==> src/rtl/inst_encoder_if.sv <==
// inst_encoder_if: request/response bundle between an instruction source and inst_encoder
//   request : in_valid/in_ready handshake, in_fmt, in_opcode, in_funct7, in_rd, in_rs1, in_rs2, in_funct3, in_imm
//   response: out_valid/out_ready handshake, out_inst, out_addr, out_err, plus running err_cnt
interface inst_encoder_if;
  logic        in_valid;
  logic        in_ready;
  logic [2:0]  in_fmt;
  logic [6:0]  in_opcode;
  logic [6:0]  in_funct7;
  logic [4:0]  in_rd;
  logic [4:0]  in_rs1;
  logic [4:0]  in_rs2;
  logic [2:0]  in_funct3;
  logic [31:0] in_imm;
  logic        out_valid;
  logic        out_ready;
  logic [31:0] out_inst;
  logic [31:0] out_addr;
  logic        out_err;
  logic [7:0]  err_cnt;
  modport master (
    output in_valid, in_fmt, in_opcode, in_funct7, in_rd, in_rs1, in_rs2, in_funct3, in_imm, out_ready,
    input  in_ready, out_valid, out_inst, out_addr, out_err, err_cnt
  );
  modport slave (
    input  in_valid, in_fmt, in_opcode, in_funct7, in_rd, in_rs1, in_rs2, in_funct3, in_imm, out_ready,
    output in_ready, out_valid, out_inst, out_addr, out_err, err_cnt
  );
endinterface

==> src/rtl/inst_encoder.sv <==
// inst_encoder: RV32I field encoder feeding a 2-entry FIFO of {err, addr, inst}
//   clk/rst: clock and asynchronous active-high reset; clr: synchronous clear of FIFO, address and error count
//   bus    : slave side of inst_encoder_if (request in, encoded word + address + error flag out)
module inst_encoder #(
  parameter logic [31:0] BASE_ADDR = 32'h0000_0000
) (
  input  logic          clk,
  input  logic          rst,
  input  logic          clr,
  inst_encoder_if.slave bus
);
  logic [31:0] imm, enc_inst, addr;
  logic [6:0]  op, f7;
  logic [4:0]  rd, rs1, rs2;
  logic [2:0]  f3, fmt;
  logic        enc_err, shift, i_ok, b_ok, j_ok, push, pop, wp, rp;
  logic [1:0]  count;
  logic [7:0]  err_cnt;
  logic [64:0] mem [2];
  logic [64:0] head;
  assign imm = bus.in_imm;
  assign op  = bus.in_opcode;
  assign f7  = bus.in_funct7;
  assign rd  = bus.in_rd;
  assign rs1 = bus.in_rs1;
  assign rs2 = bus.in_rs2;
  assign f3  = bus.in_funct3;
  assign fmt = bus.in_fmt;
  // slli/srli/srai: funct7 occupies the upper immediate bits, only a 5-bit shamt is legal
  assign shift = op == 7'b0010011 && f3[1:0] == 2'b01;
  // an immediate fits when every bit above the encodable range matches the sign bit
  assign i_ok = &imm[31:11] || ~|imm[31:11];
  assign b_ok = (&imm[31:12] || ~|imm[31:12]) && !imm[0];
  assign j_ok = (&imm[31:20] || ~|imm[31:20]) && !imm[0];
  assign enc_inst =
    fmt == 3'd0 ? {f7, rs2, rs1, f3, rd, op} :
    fmt == 3'd1 ? (shift ? {f7, imm[4:0], rs1, f3, rd, op} : {imm[11:0], rs1, f3, rd, op}) :
    fmt == 3'd2 ? {imm[11:5], rs2, rs1, f3, imm[4:0], op} :
    fmt == 3'd3 ? {imm[12], imm[10:5], rs2, rs1, f3, imm[4:1], imm[11], op} :
    fmt == 3'd4 ? {imm[31:12], rd, op} :
    fmt == 3'd5 ? {imm[20], imm[10:1], imm[11], imm[19:12], rd, op} :
    32'h0000_0013;
  assign enc_err =
    fmt == 3'd0 ? 1'b0 :
    fmt == 3'd1 ? (shift ? |imm[31:5] : !i_ok) :
    fmt == 3'd2 ? !i_ok :
    fmt == 3'd3 ? !b_ok :
    fmt == 3'd4 ? |imm[11:0] :
    fmt == 3'd5 ? !j_ok :
    1'b1;
  assign bus.in_ready  = count < 2'd2 && !clr && !rst;
  assign push          = bus.in_valid && bus.in_ready;
  assign pop           = bus.out_valid && bus.out_ready;
  assign head          = mem[rp];
  // count is cleared asynchronously, so outputs fall to zero the moment rst rises
  assign bus.out_valid = count != 2'd0;
  assign bus.out_inst  = bus.out_valid ? head[31:0] : '0;
  assign bus.out_addr  = bus.out_valid ? head[63:32] : '0;
  assign bus.out_err   = bus.out_valid && head[64];
  assign bus.err_cnt   = err_cnt;
  always_ff @(posedge clk or posedge rst)
    if (rst) begin
      count   <= '0;
      wp      <= 1'b0;
      rp      <= 1'b0;
      addr    <= BASE_ADDR;
      err_cnt <= '0;
    end else if (clr) begin
      count   <= '0;
      wp      <= 1'b0;
      rp      <= 1'b0;
      addr    <= BASE_ADDR;
      err_cnt <= '0;
    end else begin
      count <= count + {1'b0, push} - {1'b0, pop};
      if (pop) rp <= ~rp;
      if (push) begin
        wp   <= ~wp;
        addr <= addr + 32'd4;
        if (enc_err && err_cnt != 8'hFF) err_cnt <= err_cnt + 8'd1;
      end
    end
  always_ff @(posedge clk)
    if (push) mem[wp] <= {enc_err, addr, enc_inst};
endmodule

==> src/flat_wrapper.sv <==
// flat-port wrapper written by rule: the top's interface ports become plain ports
module inst_encoder_flat 
#(
  parameter logic [31:0] BASE_ADDR = 32'h0000_0000
)
  (clk, rst, clr, bus_in_valid, bus_in_fmt, bus_in_opcode, bus_in_funct7, bus_in_rd, bus_in_rs1, bus_in_rs2, bus_in_funct3, bus_in_imm, bus_out_ready, bus_in_ready, bus_out_valid, bus_out_inst, bus_out_addr, bus_out_err, bus_err_cnt);
  inst_encoder_if bus_i ();
  input  logic clk;
  input  logic rst;
  input  logic clr;
  input wire logic [$bits(bus_i.in_valid)-1:0] bus_in_valid;
  input wire logic [$bits(bus_i.in_fmt)-1:0] bus_in_fmt;
  input wire logic [$bits(bus_i.in_opcode)-1:0] bus_in_opcode;
  input wire logic [$bits(bus_i.in_funct7)-1:0] bus_in_funct7;
  input wire logic [$bits(bus_i.in_rd)-1:0] bus_in_rd;
  input wire logic [$bits(bus_i.in_rs1)-1:0] bus_in_rs1;
  input wire logic [$bits(bus_i.in_rs2)-1:0] bus_in_rs2;
  input wire logic [$bits(bus_i.in_funct3)-1:0] bus_in_funct3;
  input wire logic [$bits(bus_i.in_imm)-1:0] bus_in_imm;
  input wire logic [$bits(bus_i.out_ready)-1:0] bus_out_ready;
  output wire logic [$bits(bus_i.in_ready)-1:0] bus_in_ready;
  output wire logic [$bits(bus_i.out_valid)-1:0] bus_out_valid;
  output wire logic [$bits(bus_i.out_inst)-1:0] bus_out_inst;
  output wire logic [$bits(bus_i.out_addr)-1:0] bus_out_addr;
  output wire logic [$bits(bus_i.out_err)-1:0] bus_out_err;
  output wire logic [$bits(bus_i.err_cnt)-1:0] bus_err_cnt;
  assign bus_i.in_valid = bus_in_valid;
  assign bus_i.in_fmt = bus_in_fmt;
  assign bus_i.in_opcode = bus_in_opcode;
  assign bus_i.in_funct7 = bus_in_funct7;
  assign bus_i.in_rd = bus_in_rd;
  assign bus_i.in_rs1 = bus_in_rs1;
  assign bus_i.in_rs2 = bus_in_rs2;
  assign bus_i.in_funct3 = bus_in_funct3;
  assign bus_i.in_imm = bus_in_imm;
  assign bus_i.out_ready = bus_out_ready;
  assign bus_in_ready = bus_i.in_ready;
  assign bus_out_valid = bus_i.out_valid;
  assign bus_out_inst = bus_i.out_inst;
  assign bus_out_addr = bus_i.out_addr;
  assign bus_out_err = bus_i.out_err;
  assign bus_err_cnt = bus_i.err_cnt;
  inst_encoder #(.BASE_ADDR(BASE_ADDR)) u_core (.clk(clk), .rst(rst), .clr(clr), .bus(bus_i));
endmodule
==> config.mk <==
export PLATFORM = sky130hd
export DESIGN_NAME = inst_encoder_flat
export DESIGN_NICKNAME = d
export VERILOG_FILES = /design/src/rtl/inst_encoder_if.sv /design/src/rtl/inst_encoder.sv /design/src/flat_wrapper.sv
export SDC_FILE = /design/constraint.sdc
export NUM_CORES = 1
export LEC_CHECK = 0
export BUFFER_PORTS_ARGS = -buffer_cell sky130_fd_sc_hd__buf_2
export CORE_ASPECT_RATIO = 0.5
export CORE_MARGIN = 5
export CORE_UTILIZATION = 56
export CTS_CLUSTER_SIZE = 12
export DETAILED_ROUTE_END_ITERATION = 10
export PLACE_DENSITY = 0.81
export SYNTH_ARGS = -nofsm -noshare
export SYNTH_HDL_FRONTEND = slang
export SYNTH_SLANG_ARGS = --single-unit
==> constraint.sdc <==
create_clock -name clk -period 5.5 [get_ports clk]
set_input_delay 1.1 -clock clk [delete_from_list [all_inputs] [get_ports clk]]
set_output_delay 1.1 -clock clk [all_outputs]
set_load 0.01 [all_outputs]
Word level (Yosys, flattened, before mapping) --
Memory sizes are Yosys's and may differ from the RTL's. Index checks and enable logic that the tools add are counted.
Storage, ports and cells: logic and storage cells 84, memories 1, bits in writable memories 130, input port bits 72, bits in registers 44, output and inout bits 75
Memories:
- u_core.mem | words 2, width 65, read ports 1, clocked after memory_dff 0, wr ports 1, line inst_encoder.sv:19 | logic [64:0] mem [2];
Cells by class: mux-type cells 28, add/sub/neg operators 4, reduce and logical (&&, ||, !) cells 35, equality and inequality tests 8, bitwise operators 2, magnitude comparators 1
Operator list (number):
- $mux 32 | 11
- $add 32x3->32 const B | 1
- $reduce_or 27->1 | 1
- $mux 8 | 3
- $reduce_or 12->1 | 2
- $reduce_and 21->1 | 1
- $reduce_or 21->1 | 1
- $reduce_and 20->1 | 1
- $reduce_or 20->1 | 1
- $mux 1 | 13
- $reduce_and 12->1 | 1
- $logic_and 1x1->1 | 9
- $logic_not 1->1 | 9
- $add 8x1->8 const B | 1
- $ne 8x8->1 const B | 1
- $reduce_bool 2->1 | 4
- $eq 7x5->1 const B | 1
- $eq 3x2->1 const B | 2
- $eq 3x3->1 const B | 2
- $eq 3x1->1 const B | 1
- $logic_not 3->1 | 1
- $logic_or 1x1->1 | 3
- $add 2x1->2 | 1
- $eq 2x1->1 const B | 1
- 5 further kinds | 6

Depth between registers and ports, before layout --
depth in word-level cells 15, depth in mapped cells 11, mapped depth without buffers 9

Least setup slack after synthesis --
Ideal clock, no wire load.
kind input to register, start point input clr, end point memory u_core.mem[0][0] (enable), setup time 0.486 ns, setup slack 0.369 ns, required time 5.014 ns, arrival time 4.645 ns, buffers on the path 2, stages 5, cells stage by stage clkbuf_1 nor4b_1 clkbuf_1 inv_1 nor2_1
On the way: longest elaborated chain between the ends 6
RTL lines:
- from (decl) | line flat_wrapper.sv:10 | input logic clr;
- $logic_not 1->1 | line inst_encoder.sv:51 | assign bus.in_ready = count < 2'd2 && !clr && !rst;
- $logic_and 1x1->1 (2 in a row) | line inst_encoder.sv:51
- $logic_and 1x1->1 | line inst_encoder.sv:52 | assign push = bus.in_valid && bus.in_ready;
- $mux 1 | line inst_encoder.sv:84 | if (push) mem[wp] <= {enc_err, addr, enc_inst};
- $mux 1 (not written as such) | line inst_encoder.sv:84
- to (decl) | line inst_encoder.sv:19
Every way passes these cells.

Final worst setup path --
start point input clr, end point register u_core.addr[31]
On the way: longest elaborated chain between the ends 5, elaborated cells on any way between the ends 6, classes of those cells mux: 1; reduce/logical: 5
RTL lines:
- $logic_not 1->1 | line inst_encoder.sv:51
- $logic_and 1x1->1 (2 in a row) | line inst_encoder.sv:51
- $logic_and 1x1->1 | line inst_encoder.sv:52
- $reduce_bool 2->1 (no source line)
- to (signal assigned) | line inst_encoder.sv:79 | addr <= addr + 32'd4;
- to (decl) | line inst_encoder.sv:12 | logic [31:0] imm, enc_inst, addr;
Several ways; a longest one is shown, not always the timed one. A chain may end at the register's enable or synchronous reset.

==> results.json <==
{
  "status": "completed",
  "rsz0062_at_grt": "false",
  "place_area_um2": 8650,
  "period_minus_slack_ps": 3360,
  "yosysSeqAreaShare": 0.623,
  "drv_cap": 0,
  "grt_pass1_vias": 5358,
  "routedWlPerCell_um": 17.1,
  "slew_headroom": 0.244,
  "drtIter0Drc": 413,
  "synth_cells": 632,
  "seqCellArea_um2": 4840,
  "ant_nets": 0,
  "reg2reg_to": "u_core.addr[31]",
  "initial_core_util": 0.572,
  "fmax_mhz": 298,
  "cts_buffer_depth": 2,
  "die-area_um2": 16400,
  "tightest_slew_ps": 1130,
  "grt_usage": 0.209,
  "syn_to_final_growth_pct": 19.0,
  "fin_nets": 844,
  "fin_cells": 973,
  "setup.worst_path.end_class": "register",
  "place.gp.congestion": 0.902,
  "synth_top_cell_area_share": 0.488,
  "drive_above_1_share": 0.250,
  "clkTransAtPathRegs_ps": 70,
  "insertion_delay_ps": 420,
  "ys_ff_latch": 168,
  "cts_root_buf": "clkbuf_16",
  "synth_edf_count": 126,
  "ys_types": 49,
  "ff2ff_setup_slack_ps": 2790,
  "worstHoldPathType": "reg2reg",
  "antenna_found_initial": 0,
  "syn_area_um2": 7760,
  "core_area_um2": 13600,
  "cts_buffers": 17,
  "h-tree-depth": 4,
  "ys.flop_type": "edfxtp_1",
  "setup-violations-final": 0,
  "cts_sinks": 168,
  "crit_end": "u_core.addr[31]",
  "hpwl_um": 11300,
  "cp-startpoint": "clr",
  "fill_cells": 1005,
  "wl_um": 16600,
  "layout_common_cells": "144 x buf_2, 126 x edfxtp_1, 110 x nor2_1",
  "r2r-start": "u_core.count[1]",
  "yosysTopAreaCell": "edfxtp_1",
  "cts-resized-gates": 0,
  "setup_tns_ps": 0,
  "stdcell_area_um2": 9230,
  "globalRoute.totalOverflow": 0,
  "grt_pass1_wl_um": 27100,
  "antenna_cells": 0,
  "final_common_cell": "buf_2",
  "finalCritPeriodShare": 0.611,
  "required_ps": 5770,
  "holdWs_ps": 511,
  "die_x_um": 176,
  "cts_hold_buf": 0,
  "cts_tree": "done",
  "netlist_top_cells_area": "edfxtp_1 49%, dfrtp_1 14%, mux2i_1 10%",
  "arrival_ps": 3630,
  "r2r_cells": 8,
  "ir_worst_vdd_uv": 219,
  "num_rows": 30,
  "die_h_um": 93.2,
  "finalHoldViolCount": 0,
  "skew_ps": 9.10,
  "vias_per_cell": 5.52,
  "multi_input_area_um2": 2770,
  "vias": 5370,
  "syn_avg_cell_area_um2": 12.3,
  "dr.pass1.iters": 5,
  "grt_max_degree": 65,
  "p_leak_nw": 3.72,
  "dp_cells": 941,
  "setup.worst_path.class": "in2reg",
  "post_cts_buffers": 0,
  "ys_warn_count": 0,
  "portBuffers": 144,
  "synth_async_sr_flop_share": 0.250,
  "path_max_fanout": 43,
  "report.final.slew_viol_count": 0,
  "startpoint_type": "primary input",
  "ios": 147,
  "power-per-cell-area_nw_per_um2": 353,
  "drc_errors": 0
}
==> worst max-delay path: stages <==
cell	delay, ps
buf_2	340
nor4b_1	440
buf_4	240
and4_1	310
nand4_1	280
nor3_2	480
nand3_1	180
xor2_1	200
nor2_1	60
==> worst min path at each step <==
stage / startpoint / to / cells past startpoint
finish: u_core.addr[22] / u_core.mem[0][54] / 0
global route: u_core.addr[22] / u_core.mem[0][54] / 0
CTS: u_core.addr[22] / u_core.mem[0][54] / 0
detailed placement: u_core.addr[25] / u_core.mem[1][57] / 0
global placement: u_core.addr[22] / u_core.mem[0][54] / 0
floorplan: u_core.addr[31] / u_core.mem[0][63] / 0
==> synth_stat cells, drive strengths merged, types with 2 or more instances <==
| cell type | count |
|---|---|
| nor3 | 5 |
| and2 | 11 |
| or2 | 2 |
| clkbuf | 24 |
| a211oi | 2 |
| o21ai | 18 |
| a21oi | 24 |
| nor2b | 4 |
| xor2 | 23 |
| a22oi | 4 |
| buf | 9 |
| edfxtp | 126 |
| and3 | 9 |
| nor4 | 5 |
| nand3 | 19 |
| xnor2 | 6 |
| or3 | 4 |
| or4 | 6 |
| o31ai | 4 |
| nand2b | 5 |
| nor4b | 3 |
| and4 | 7 |
| nand4 | 14 |
| ha | 4 |
| inv | 7 |
| mux2i | 79 |
| a22o | 13 |
| dfrtp | 42 |
| nand2 | 30 |
| nor2 | 112 |
==> layout make-up <==
| cell class | instances | share of cell area |
|---|---|---|
| Clock buffer | 19 | 0.0480 |
| Clock inverter | 13 | 0.0146 |
| Inverter | 8 | 0.00325 |
| Multi-Input combinational cell | 424 | 0.300 |
| Sequential cell | 168 | 0.524 |
| Tap cell | 192 | 0.0260 |
| Timing Repair Buffer | 149 | 0.0835 |
==> cell families after synthesis <==
group | after synthesis | synth area share
fa+ha+maj | 4 | 0.00645
buf+inv | 41 | 0.0221
flops | 168 | 0.623
other cells | 1 | 0.000483
xor+xnor | 29 | 0.0327
simple gates | 237 | 0.152
compound gates | 72 | 0.0600
mux | 80 | 0.103
==> through the flow <==
stage | power (W) | utilization | setup WS (ps)
floorplan | 0.00189 | - | 369
global placement | 0.00214 | 0.638 | 1820
detailed placement | 0.00215 | 0.638 | 1800
CTS | 0.00329 | 0.681 | 2090
global route | 0.00341 | 0.681 | 1960
finish | 0.00326 | 0.681 | 2140
==> routing by layer <==
metal | track usage | share of wire | up-vias
li1 | - | - | 2589
met1 | 0.263 | 0.43 | 2611
met2 | 0.362 | 0.50 | 151
met3 | 0.0557 | 0.056 | 19
met4 | 0.0592 | 0.012 | 0
met5 | 0 | 0 | -
==> registers in the layout (all words and copies together), names as in the netlist <==
register / cells
u_core.count: 2
u_core.rp: 1
u_core.mem: 126
u_core.wp: 1
u_core.addr: 30
u_core.bus.err_cnt: 8
==> power breakdown <==
part           internal [W]  switching [W]  leakage, nW
logic              0.000271       0.000340         1.67
clock network      0.000648       0.000502        0.277
registers           0.00141      0.0000927         1.77
No activity file was read; power rests on OpenSTA's default activity.
